[src/rtl/seg_defs.vh]
// Segment patterns (g..a, active-high) shared by the encoder and decoder sides.
`ifndef SEG_DEFS_VH
`define SEG_DEFS_VH
`define SEG_0     7'h3F
`define SEG_1     7'h06
`define SEG_2     7'h5B
`define SEG_3     7'h4F
`define SEG_4     7'h66
`define SEG_5     7'h6D
`define SEG_6     7'h7D
`define SEG_7     7'h07
`define SEG_8     7'h7F
`define SEG_9     7'h6F
`define SEG_A     7'h77
`define SEG_B     7'h7C
`define SEG_C     7'h39
`define SEG_D     7'h5E
`define SEG_E     7'h79
`define SEG_F     7'h71
`define SEG_BLANK 7'h00
`endif

[src/rtl/seg_capture_pkg.sv]
// Shared types and an-decoding helpers for the seven-segment capture block.
package seg_capture_pkg;

  localparam logic [3:0] AN_BLANK = 4'hF;

  typedef struct packed {
    logic [3:0] an;
    logic [6:0] seg;
  } sample_t;

  // Exactly one digit enable pulled low.
  function automatic logic one_cold(input logic [3:0] an);
    case (an)
      4'hE, 4'hD, 4'hB, 4'h7: one_cold = 1'b1;
      default:                one_cold = 1'b0;
    endcase
  endfunction

  function automatic logic [1:0] cold_idx(input logic [3:0] an);
    case (an)
      4'hD:    cold_idx = 2'd1;
      4'hB:    cold_idx = 2'd2;
      4'h7:    cold_idx = 2'd3;
      default: cold_idx = 2'd0;
    endcase
  endfunction

endpackage

[src/rtl/seg_to_hex.sv]
// Combinational segment-pattern to hex-nibble decoder; ok low for unknown patterns.
// Zero latency, no flow control.
`include "seg_defs.vh"

module seg_to_hex
  import seg_capture_pkg::*;
(
  input  logic [6:0] pattern,
  output logic [3:0] nibble,
  output logic       ok
);

  always_comb begin
    nibble = 4'h0;
    ok     = 1'b1;
    case (pattern)
      `SEG_0: nibble = 4'h0;
      `SEG_1: nibble = 4'h1;
      `SEG_2: nibble = 4'h2;
      `SEG_3: nibble = 4'h3;
      `SEG_4: nibble = 4'h4;
      `SEG_5: nibble = 4'h5;
      `SEG_6: nibble = 4'h6;
      `SEG_7: nibble = 4'h7;
      `SEG_8: nibble = 4'h8;
      `SEG_9: nibble = 4'h9;
      `SEG_A: nibble = 4'hA;
      `SEG_B: nibble = 4'hB;
      `SEG_C: nibble = 4'hC;
      `SEG_D: nibble = 4'hD;
      `SEG_E: nibble = 4'hE;
      `SEG_F: nibble = 4'hF;
      default: ok = 1'b0;
    endcase
  end

endmodule

[src/rtl/seg_capture.sv]
// Recovers a 16-bit word from a multiplexed seven-segment scan; STABLE-sample debounce per digit.
// Slot write STABLE edges after a change, valid one cycle later; no backpressure (pulses only).
`include "seg_defs.vh"

module seg_capture
  import seg_capture_pkg::*;
#(
  parameter int STABLE  = 4,
  parameter int TIMEOUT = 65536
) (
  input  logic        clk,
  input  logic        rst,
  input  logic [3:0]  an,
  input  logic [6:0]  seg,
  output logic [15:0] value,
  output logic        valid,
  output logic        err,
  output logic [1:0]  err_digit,
  output logic        stale
);

  localparam int            TW      = $clog2(TIMEOUT);
  localparam logic [TW-1:0] TMAX    = TW'(TIMEOUT - 1);
  localparam logic [TW-1:0] TPRE    = TW'(TIMEOUT - 2);
  localparam logic [7:0]    CNT_SAT = 8'(STABLE);
  localparam logic [7:0]    CNT_ARM = 8'(STABLE - 1);

  sample_t       sample, prev;
  logic [7:0]    cnt;
  logic [3:0]    seen, seen_nx;
  logic [15:0]   shadow, shadow_nx;
  logic [TW-1:0] tmo;

  logic       same, accept, live, cap, bad, complete, ok;
  logic [1:0] idx;
  logic [3:0] nib;

  seg_to_hex u_dec (
    .pattern (seg),
    .nibble  (nib),
    .ok      (ok)
  );

  // Acceptance fires only on the edge cnt climbs to STABLE, so it happens once per dwell.
  always_comb begin
    sample    = '{an: an, seg: seg};
    same      = (sample == prev);
    accept    = same && (cnt == CNT_ARM);
    live      = accept && one_cold(an);
    idx       = cold_idx(an);
    cap       = live && ok;
    bad       = live && !ok;
    shadow_nx = shadow;
    seen_nx   = seen;
    if (cap) begin
      shadow_nx[{idx, 2'b00} +: 4] = nib;
      seen_nx[idx]                 = 1'b1;
    end
    complete = cap && (seen_nx == 4'hF);
  end

  always_ff @(posedge clk) begin
    if (rst) begin
      prev      <= '{an: AN_BLANK, seg: `SEG_BLANK};
      cnt       <= 8'd0;
      seen      <= 4'h0;
      shadow    <= 16'h0;
      value     <= 16'h0;
      valid     <= 1'b0;
      err       <= 1'b0;
      err_digit <= 2'd0;
      stale     <= 1'b1;
      tmo       <= '0;
    end else begin
      prev  <= sample;
      valid <= complete;
      err   <= bad;
      if (!same)
        cnt <= 8'd1;
      else if (cnt != CNT_SAT)
        cnt <= cnt + 8'd1;
      if (bad)
        err_digit <= idx;
      shadow <= shadow_nx;
      if (complete) begin
        value <= shadow_nx;
        seen  <= 4'h0;
        stale <= 1'b0;
        tmo   <= '0;
      end else begin
        seen <= seen_nx;
        // Partial frames are dropped once when the counter saturates; later digits start afresh.
        if (tmo != TMAX) begin
          tmo <= tmo + TW'(1);
          if (tmo == TPRE) begin
            stale <= 1'b1;
            seen  <= 4'h0;
          end
        end
      end
    end
  end

endmodule

[config.mk]
export PLATFORM = sky130hd
export DESIGN_NAME = seg_capture
export DESIGN_NICKNAME = d
export VERILOG_FILES = /design/src/rtl/seg_capture_pkg.sv /design/src/rtl/seg_to_hex.sv /design/src/rtl/seg_capture.sv
export VERILOG_INCLUDE_DIRS = /design/src /design/src/rtl
export SDC_FILE = /design/constraint.sdc
export NUM_CORES = 1
export LEC_CHECK = 0
export CELL_PAD_IN_SITES_DETAIL_PLACEMENT = 0
export CELL_PAD_IN_SITES_GLOBAL_PLACEMENT = 1
export CORE_MARGIN = 5
export CORE_UTILIZATION = 40
export CTS_CLUSTER_DIAMETER = 120
export CTS_CLUSTER_SIZE = 10
export DETAILED_ROUTE_END_ITERATION = 6
export HOLD_SLACK_MARGIN = 0.1
export PLACE_DENSITY_LB_ADDON = 0.1
export SYNTH_ARGS = -nofsm -noshare
export SYNTH_HDL_FRONTEND = slang
export SYNTH_HIERARCHICAL = 1
export SYNTH_SLANG_ARGS = --single-unit
[constraint.sdc]
create_clock -name clk -period 5.6 [get_ports clk]
set_input_delay 0.56 -clock clk [delete_from_list [all_inputs] [get_ports clk]]
set_output_delay 0.56 -clock clk [all_outputs]
set_load 0.005 [all_outputs]
After elaboration in Yosys (flattened, before gate mapping)
Cells that the tools add are included.

storage, ports and cells
  bits in registers = 76
  input bits = 13
  output and inout bits = 21
  logic and storage cells = 78

operators by class
  add/sub/neg operators = 3
  $lt $le $gt $ge = 2
  equal/unequal tests = 27
  shifts and indexed selects = 2
  multiplexer cells = 16
  bitwise operators = 2
  reductions and logical operators = 14

operators with widths
  kind                                                    count
  equality test 7 bit (second input constant)             12
  one-hot mux 4 bit (15 select lines)                     1
  adder 16 x 1 -> 16 bit (second input constant)          1
  bitwise mux 16 bit                                      1
  equality test 16 bit (second input constant)            1
  equality test 4 bit (second input constant)             4
  two-way mux 16 bit                                      1
  inequality test 16 bit (second input constant)          1
  OR reduction 16 bit                                     1
  variable shift 4 x 6 -> 16 bit (first input constant)   1
  indexed part select 4 x 6 -> 16 bit                     1
  equality test 7 x 3 -> 1 bit (second input constant)    2
  equality test 7 x 6 -> 1 bit (second input constant)    2
  two-way mux 4 bit                                       3
  equality test 11 bit                                    1
  adder 8 x 1 -> 8 bit (second input constant)            1
  equality test 8 x 2 -> 1 bit (second input constant)    1
  two-way mux 1 bit                                       8
  inequality test 8 x 3 -> 1 bit (second input constant)  1
  logical AND 1 bit                                       6
  negator 4 -> 6 bit                                      1
  one-hot mux 2 bit (3 select lines)                      1
  equality test 4 x 3 -> 1 bit (second input constant)    1
  OR 4 bit                                                1
  other kinds (10)                                        12

Depth between registers and ports, before layout
Gate-level depths: netlist (run 1).

  depth in word-level cells = 12
  mapped depth = 13
  depth with buffers taken out = 11

By module
The synthesis (run 1) kept the hierarchy.

modules (own cells, without submodules)
  module       instances  cells each  area an instance (µm²)  sequential area each (µm²)
  seg_capture  1          381         3452.1                  1521.5
  seg_to_hex   1          57          400.4                   0.0

Worst setup path after synthesis (run 1)
No wires, ideal clock.

  path kind = input to register
  from = input seg[2]
  to = register value[3]
  library setup time = 0.117 ns
  arrival time = 2.641 ns
  required time = 5.483 ns
  path slack = 2.841 ns
  stages on the path = 10
  path buffers = 3
  cells stage by stage = buf_6 o311a_1 o221a_1 o211ai_2 clkbuf_1 nand2_1 nor4_4 a41oi_2 buf_6 a32o_1

between the ends
  word-level cells in the longest chain between the ends = 7
  elaborated cells between the ends (all ways) = 29
  those cells by class = 18 x eq/ne; 1 x shift; 5 x mux; 5 x reduce/logical

RTL lines
  element                                                     RTL line           RTL
  from (decl)                                                 seg_capture.sv:14  input logic [6:0] seg,
  equality test 7 x 6 -> 1 bit, or another cell as far along  seg_to_hex.sv:16   case (pattern)
  OR reduction 16 bit (no source line) *                      n/a
  two-way mux 1 bit *                                         seg_to_hex.sv:16
  named net ok                                                seg_capture.sv:34  logic same, accept, live, cap, bad, complete, ok;
  logical AND 1 bit *                                         seg_capture.sv:51  cap = live && ok;
  two-way mux 4 bit                                           seg_capture.sv:55  if (cap) begin
  equality test 4 bit                                         seg_capture.sv:59  complete = cap && (seen_nx == 4'hF);
  logical AND 1 bit                                           seg_capture.sv:59
  to (signal assigned)                                        seg_capture.sv:86  value <= shadow_nx;
  to (decl)                                                   seg_capture.sv:15  output logic [15:0] value,

Mark *: on every way through the listed nets, which the timed path passes. The rest lies on a longest branch.
A chain may end at the register's enable or synchronous reset.

Worst setup path in the final report (run 1)
  from = input seg[6]
  to = register value[0]

The elaborated chain is that of the path after synthesis.

==> flow_summary.ini, run 1 <==
[cells_and_area]
fillers = 949
syn_to_final_growth_pct = 13.7
drive_gt1_share_pct = 10.2
final_net_count = 489
multi_input_area_um2 = 2120
fin_util_pct = 46.9
num_antenna_cells = 0
regArea_um2 = 1520

[yosys]
async_reset_ff_share_pct = 0
syn-cell-area_um2 = 3850
yosysWarnings = 6
yosysTopAreaCell = dfxtp_1
synth_edf_count = 0
synth_flop_cell = dfxtp_1
synth_cell_types = 70
synth_fp_nets = 462
ys_top_cells_by_area = dfxtp_1, nor2_1, xor2_1
ys_seq_area_share_pct = 39.5
syn_avg_cell_area_um2 = 8.80
synth_top_area_share_pct = 39.5
synthCells = 438
synth_seq_cells = 76

[setup_path]
slowest_delay_ns = 0.79
crit_chain = clkdlybuf4s50_1 -> nand2_1 -> o311a_1 -> o221a_1 -> o211ai_2 -> nand2_1 -> nor4_4 -> a41oi_2 -> a32oi_1 -> o21ai_0
start_kind = input port
cpMostUsedCell = nand2_1
required_ns = 5.83
crit_slowest_cell = clkdlybuf4s50_1
path_class = in -> reg
crit_fanout = 17
cp.arrival_ns = 4.24
cp-end-kind = flop

[cts]
cts_tree = yes
post_cts_buffers = 0
hold_buffers = 0
cts.path.max_buffers = 2
numClockSinks = 76
path_clk_slew_ns = 0.08
ctsRootBufferMaster = clkbuf_8
cts_buffers = 9
htree_levels = 3
ctsResizeCount = 0
clkLatencyLatePin_ns = 0.35

[routing]
dr.max_layer_used = met4
wl_per_cell_um = 14.5
drt-vias-per-instance = 5.19
wl_met1_um = 4290
drc = 0
met3_length_um = 347
drt_pre_antenna_iters = 4
dr.first_iter.drc_count = 94
wl_um = 8720
via_count = 3108
ant_nets = 0
met2_length_um = 3980

[timing]
setup_viol = 0
finalCritPeriodShare_pct = 71.6
tns_ns = 0
report.final.hold_viol_count = 0
tightest_slew_ns = 1.05
fin_worst_skew_ns = 0.00652
rsz0062_at_grt = no
max_freq_mhz = 249
slew_violations = 0
fin_crit_ns = 4.01
max_slew_margin_pct = 29.5
finalWorstSetupSlack_ns = 1.59

[place]
post-place-ws_ns = 1.23
hpwlAfterDp_um = 6270
port_buffers = 33
globalplace.congestion = 0.812

[power_and_ir_drop]
powerDensity_nw_per_um2 = 230
peakVddDrop_mv = 0.115
leakagePower_uw = 0.00157

[floorplanning]
die_x_um = 108
ios = 34
die_area_um2 = 11700
start_util_pct = 41.3
rows = 35
die_h_um = 108
coreArea_um2 = 9330

[global_routing]
antenna_found_initial = 0
grt_pass1_wl_um = 14900
grt_pass1_vias = 2973
gr-usage-all-layers_pct = 15.9
grt_max_degree = 33
grt_overflow = 0

[flow_run]
max_cap_viol_count = 0

[hold_path]
min_path_type = reg -> reg

[status]
outcome = completed
[flip-flops by register name, indices dropped and copies added, names as in the netlist]
name,flops
shadow,16
err_digit,2
value,16
cnt,8
err,1
stale,1
valid,1
seen,4
prev,11
tmo,16
[path summary, 6_finish.rpt]
check                      start               endpoint  slack, ns  cells after the start
max                       seg[6]  value[0]$_SDFFE_PP0P_       1.59                     10
min           stale$_SDFFE_PP1P_     stale$_SDFFE_PP1P_       0.45                      2
max reg2reg  cnt[3]$_SDFFE_PP0P_  value[0]$_SDFFE_PP0P_       2.89                      5
min reg2reg   stale$_SDFFE_PP1P_     stale$_SDFFE_PP1P_       0.45                      2
[cell type report]
| type | instances | area share [%] |
|---|---|---|
| well taps | 129 | 3.69 |
| multi-input cells | 325 | 48.4 |
| clock inverters | 5 | 0.629 |
| clock buffers | 11 | 3.23 |
| inverters | 19 | 1.63 |
| repair buffers | 34 | 7.71 |
| flip-flops and latches | 76 | 34.7 |
[worst max-delay path: cells and delay by family]
| family | cells | cell delay, ns |
|---|---|---|
| AO/OA/AOI/OAI | 6 | 1.98 |
| buffers and inverters | 1 | 0.79 |
| AND/OR/NAND/NOR | 3 | 0.90 |
[layout by cell type (no fill, tap or decap), drive strengths merged, types with 6 or more instances in the layout]
cell type,instances
a21oi,9
or2,6
nand2b,9
dfxtp,76
nand2,48
clkbuf,11
clkdlybuf4s50,33
nor3,8
and3,8
o22ai,6
xor2,23
nor4,9
a31oi,6
xnor2,11
ha,11
nor2b,11
nand4,11
nor2,55
nand3,18
inv,19
o21ai,19
[stage by stage]
step / instance area (µm²) / instances / total power (µW) / hold WS [ns]
final: 4380 / 599 / 1010 / 0.448
after global routing: 4380 / 599 / 1060 / 0.464
after detailed placement: 4210 / 583 / 646 / 0.439
after global placement: 4210 / 583 / 646 / 0.435
after CTS: 4380 / 599 / 1030 / 0.451
after floorplan: 3850 / 438 / 623 / 0.416
[routing by layer]
metal  GRT usage (%)  vias up
li1                -     1593
met3            4.36        9
met2            25.0       51
met4            4.33        0
met5               0        -
met1            21.5     1455
[cell families after synthesis]
logic type      synth area share (%)
flops                           39.5
mux                            0.780
fa+ha+maj                       3.57
compound gates                  13.5
buf+inv                         5.52
xor+xnor                        7.73
simple gates                    29.4
[cells in the mapped netlist, drive strengths merged, types with 8 or more instances]
library cell and instances:
ha 11, nor4 9, dfxtp 76, nand2 48, and3 8, buf 12
nor2b 11, nor2 55, xor2 23, nor3 8, nand4 11, nand2b 9
nand3 18, o21ai 19, xnor2 11, a21oi 9, inv 19
[power breakdown]
group	switching, µW	internal (µW)
clock	202	170
sequential	3.86	546
combinational	52.3	31.0
total	258	747
Power figures use the tool's default switching activity.
==> run 2: changes to the inputs <==
Clock period 5.6 ns to 3.85 ns, I/O delays scaled along.
==> flow_summary.ini, run 2 (same netlist as run 1, synthesis figures left out) <==
[setup_path]
crit_fanout = 9
required_ns = 4.14
cp.depth = 12
path_delay_family = buffers and inverters
cp-end-kind = flop
cpMostUsedCell = inv_1
crit_chain = clkdlybuf4s50_1 -> xor2_1 -> nand3_1 -> inv_1 -> ha_1 -> o22a_1 -> o21ai_0 -> or3_1 -> inv_1 -> nand3_2 -> inv_2 -> a22o_1
crit_slowest_cell = clkdlybuf4s50_1
path_class = in -> reg
cp.arrival_ns = 3.34
slowest_delay_ns = 0.60
worstPathBufferInverterCount = 4
start_kind = input port
r2r_cells = 6

[floorplanning]
rows = 35
die_x_um = 108
ios = 34
die_area_um2 = 11700
die_h_um = 108
coreArea_um2 = 9330
start_util_pct = 41.3

[routing]
drc = 0
drt_pre_antenna_iters = 4
via_count = 3093
wl_per_cell_um = 14.3
wl_um = 8640
dr.first_iter.drc_count = 115
drt-vias-per-instance = 5.12
ant_nets = 0

[power_and_ir_drop]
peakVddDrop_mv = 0.195
leakagePower_uw = 0.00162
powerDensity_nw_per_um2 = 350

[cts]
path_clk_slew_ns = 0.07
ctsResizeCount = 0
post_cts_buffers = 0
cts_buffers = 9
cts_tree = yes
clkLatencyLatePin_ns = 0.34
htree_levels = 3
numClockSinks = 76
hold_buffers = 0
ctsRootBufferMaster = clkbuf_8
cts.path.max_buffers = 2

[global_routing]
grt_pass1_vias = 3027
antenna_found_initial = 0
gr-usage-all-layers_pct = 15.8
grt_pass1_wl_um = 14800
grt_max_degree = 19
grt_overflow = 0

[timing]
tns_ns = 0
finalCritPeriodShare_pct = 79.4
max_freq_mhz = 327
fin_crit_ns = 3.06
setup_viol = 0
slew_violations = 0
tightest_slew_ns = 1.02
fin_worst_skew_ns = 0.00609
rsz0062_at_grt = no
max_slew_margin_pct = 31.3
report.final.hold_viol_count = 0
whs_ns = 0.445
finalWorstSetupSlack_ns = 0.794

[cells_and_area]
reg_top3 = shadow (16), tmo (16), value (16)
drive_gt1_share_pct = 11.2
num_antenna_cells = 0
syn_to_final_growth_pct = 15.8
final_cell_mix = dfxtp_1, nor2_1, nand2_1
fin_util_pct = 47.8
fillers = 934
post_layout_nonfiller_instances = 604
final_net_count = 495
final_common_cell = dfxtp_1

[place]
port_buffers = 33
dp_cells = 589
globalplace.congestion = 0.792
hpwlAfterDp_um = 6280
post-place-ws_ns = 0.417

[hold_path]
worstHoldPathCells = 2
min_path_type = reg -> reg

[flow_run]
max_cap_viol_count = 0

[status]
outcome = completed
run 2: cell count changes in the layout (fill, tap and decap cells not counted), sizes merged:
| cell | change |
|---|---|
| clkbuf | -1 |
| bufinv | +2 |
| clkinv | -2 |
| buf | +6 |
run 2: metal layers:
layer	up-vias	wire, µm	global-route usage (%)
met1	1422	4210	21.1
met4	0	80	4.87
met5	-	0	0
met2	53	3980	25.5
li1	1608	-	-
met3	10	361	3.46
run 2: report_power, final:
part           total [µW]  switching (µW)  internal, µW  leakage (µW)
registers             801            5.74           795      0.000616
logic                 124            76.7          47.2      0.000900
clock network         638             279           359      0.000102
total                1560             361          1200       0.00162
run 2: worst min-delay path, stage by stage (launching register included):
cell	delay [ns]
dfxtp_1	0.31
nand2_1	0.05
nand2_1	0.04
run 2: layout make-up:
cell class,instances,area [µm²],share of cell area (%)
clock buffers,10,128,2.86
clock inverters,5,77.6,1.74
inverters,19,71.3,1.60
multi-input cells,325,2120,47.5
flip-flops and latches,76,1520,34.1
well taps,129,161,3.62
repair buffers,40,383,8.58
run 2: path summary, 6_finish.rpt:
check | slack, ns | startpoint | to
worst max-delay path | 0.79 | an[1] | value[9]$_SDFFE_PP0P_
worst min-delay path | 0.45 | shadow[6]$_SDFF_PP0_ | shadow[6]$_SDFF_PP0_
worst max register to register | 1.64 | cnt[3]$_SDFFE_PP0P_ | value[15]$_SDFFE_PP0P_
worst min register to register | 0.45 | shadow[6]$_SDFF_PP0_ | shadow[6]$_SDFF_PP0_
run 2: through the flow:
| stage | power [µW] | cell area, µm² |
|---|---|---|
| CTS | 1590 | 4460 |
| global placement | 943 | 4260 |
| floorplan | 906 | 3850 |
| detailed placement | 942 | 4260 |
| global route | 1640 | 4460 |
| finish | 1560 | 4460 |
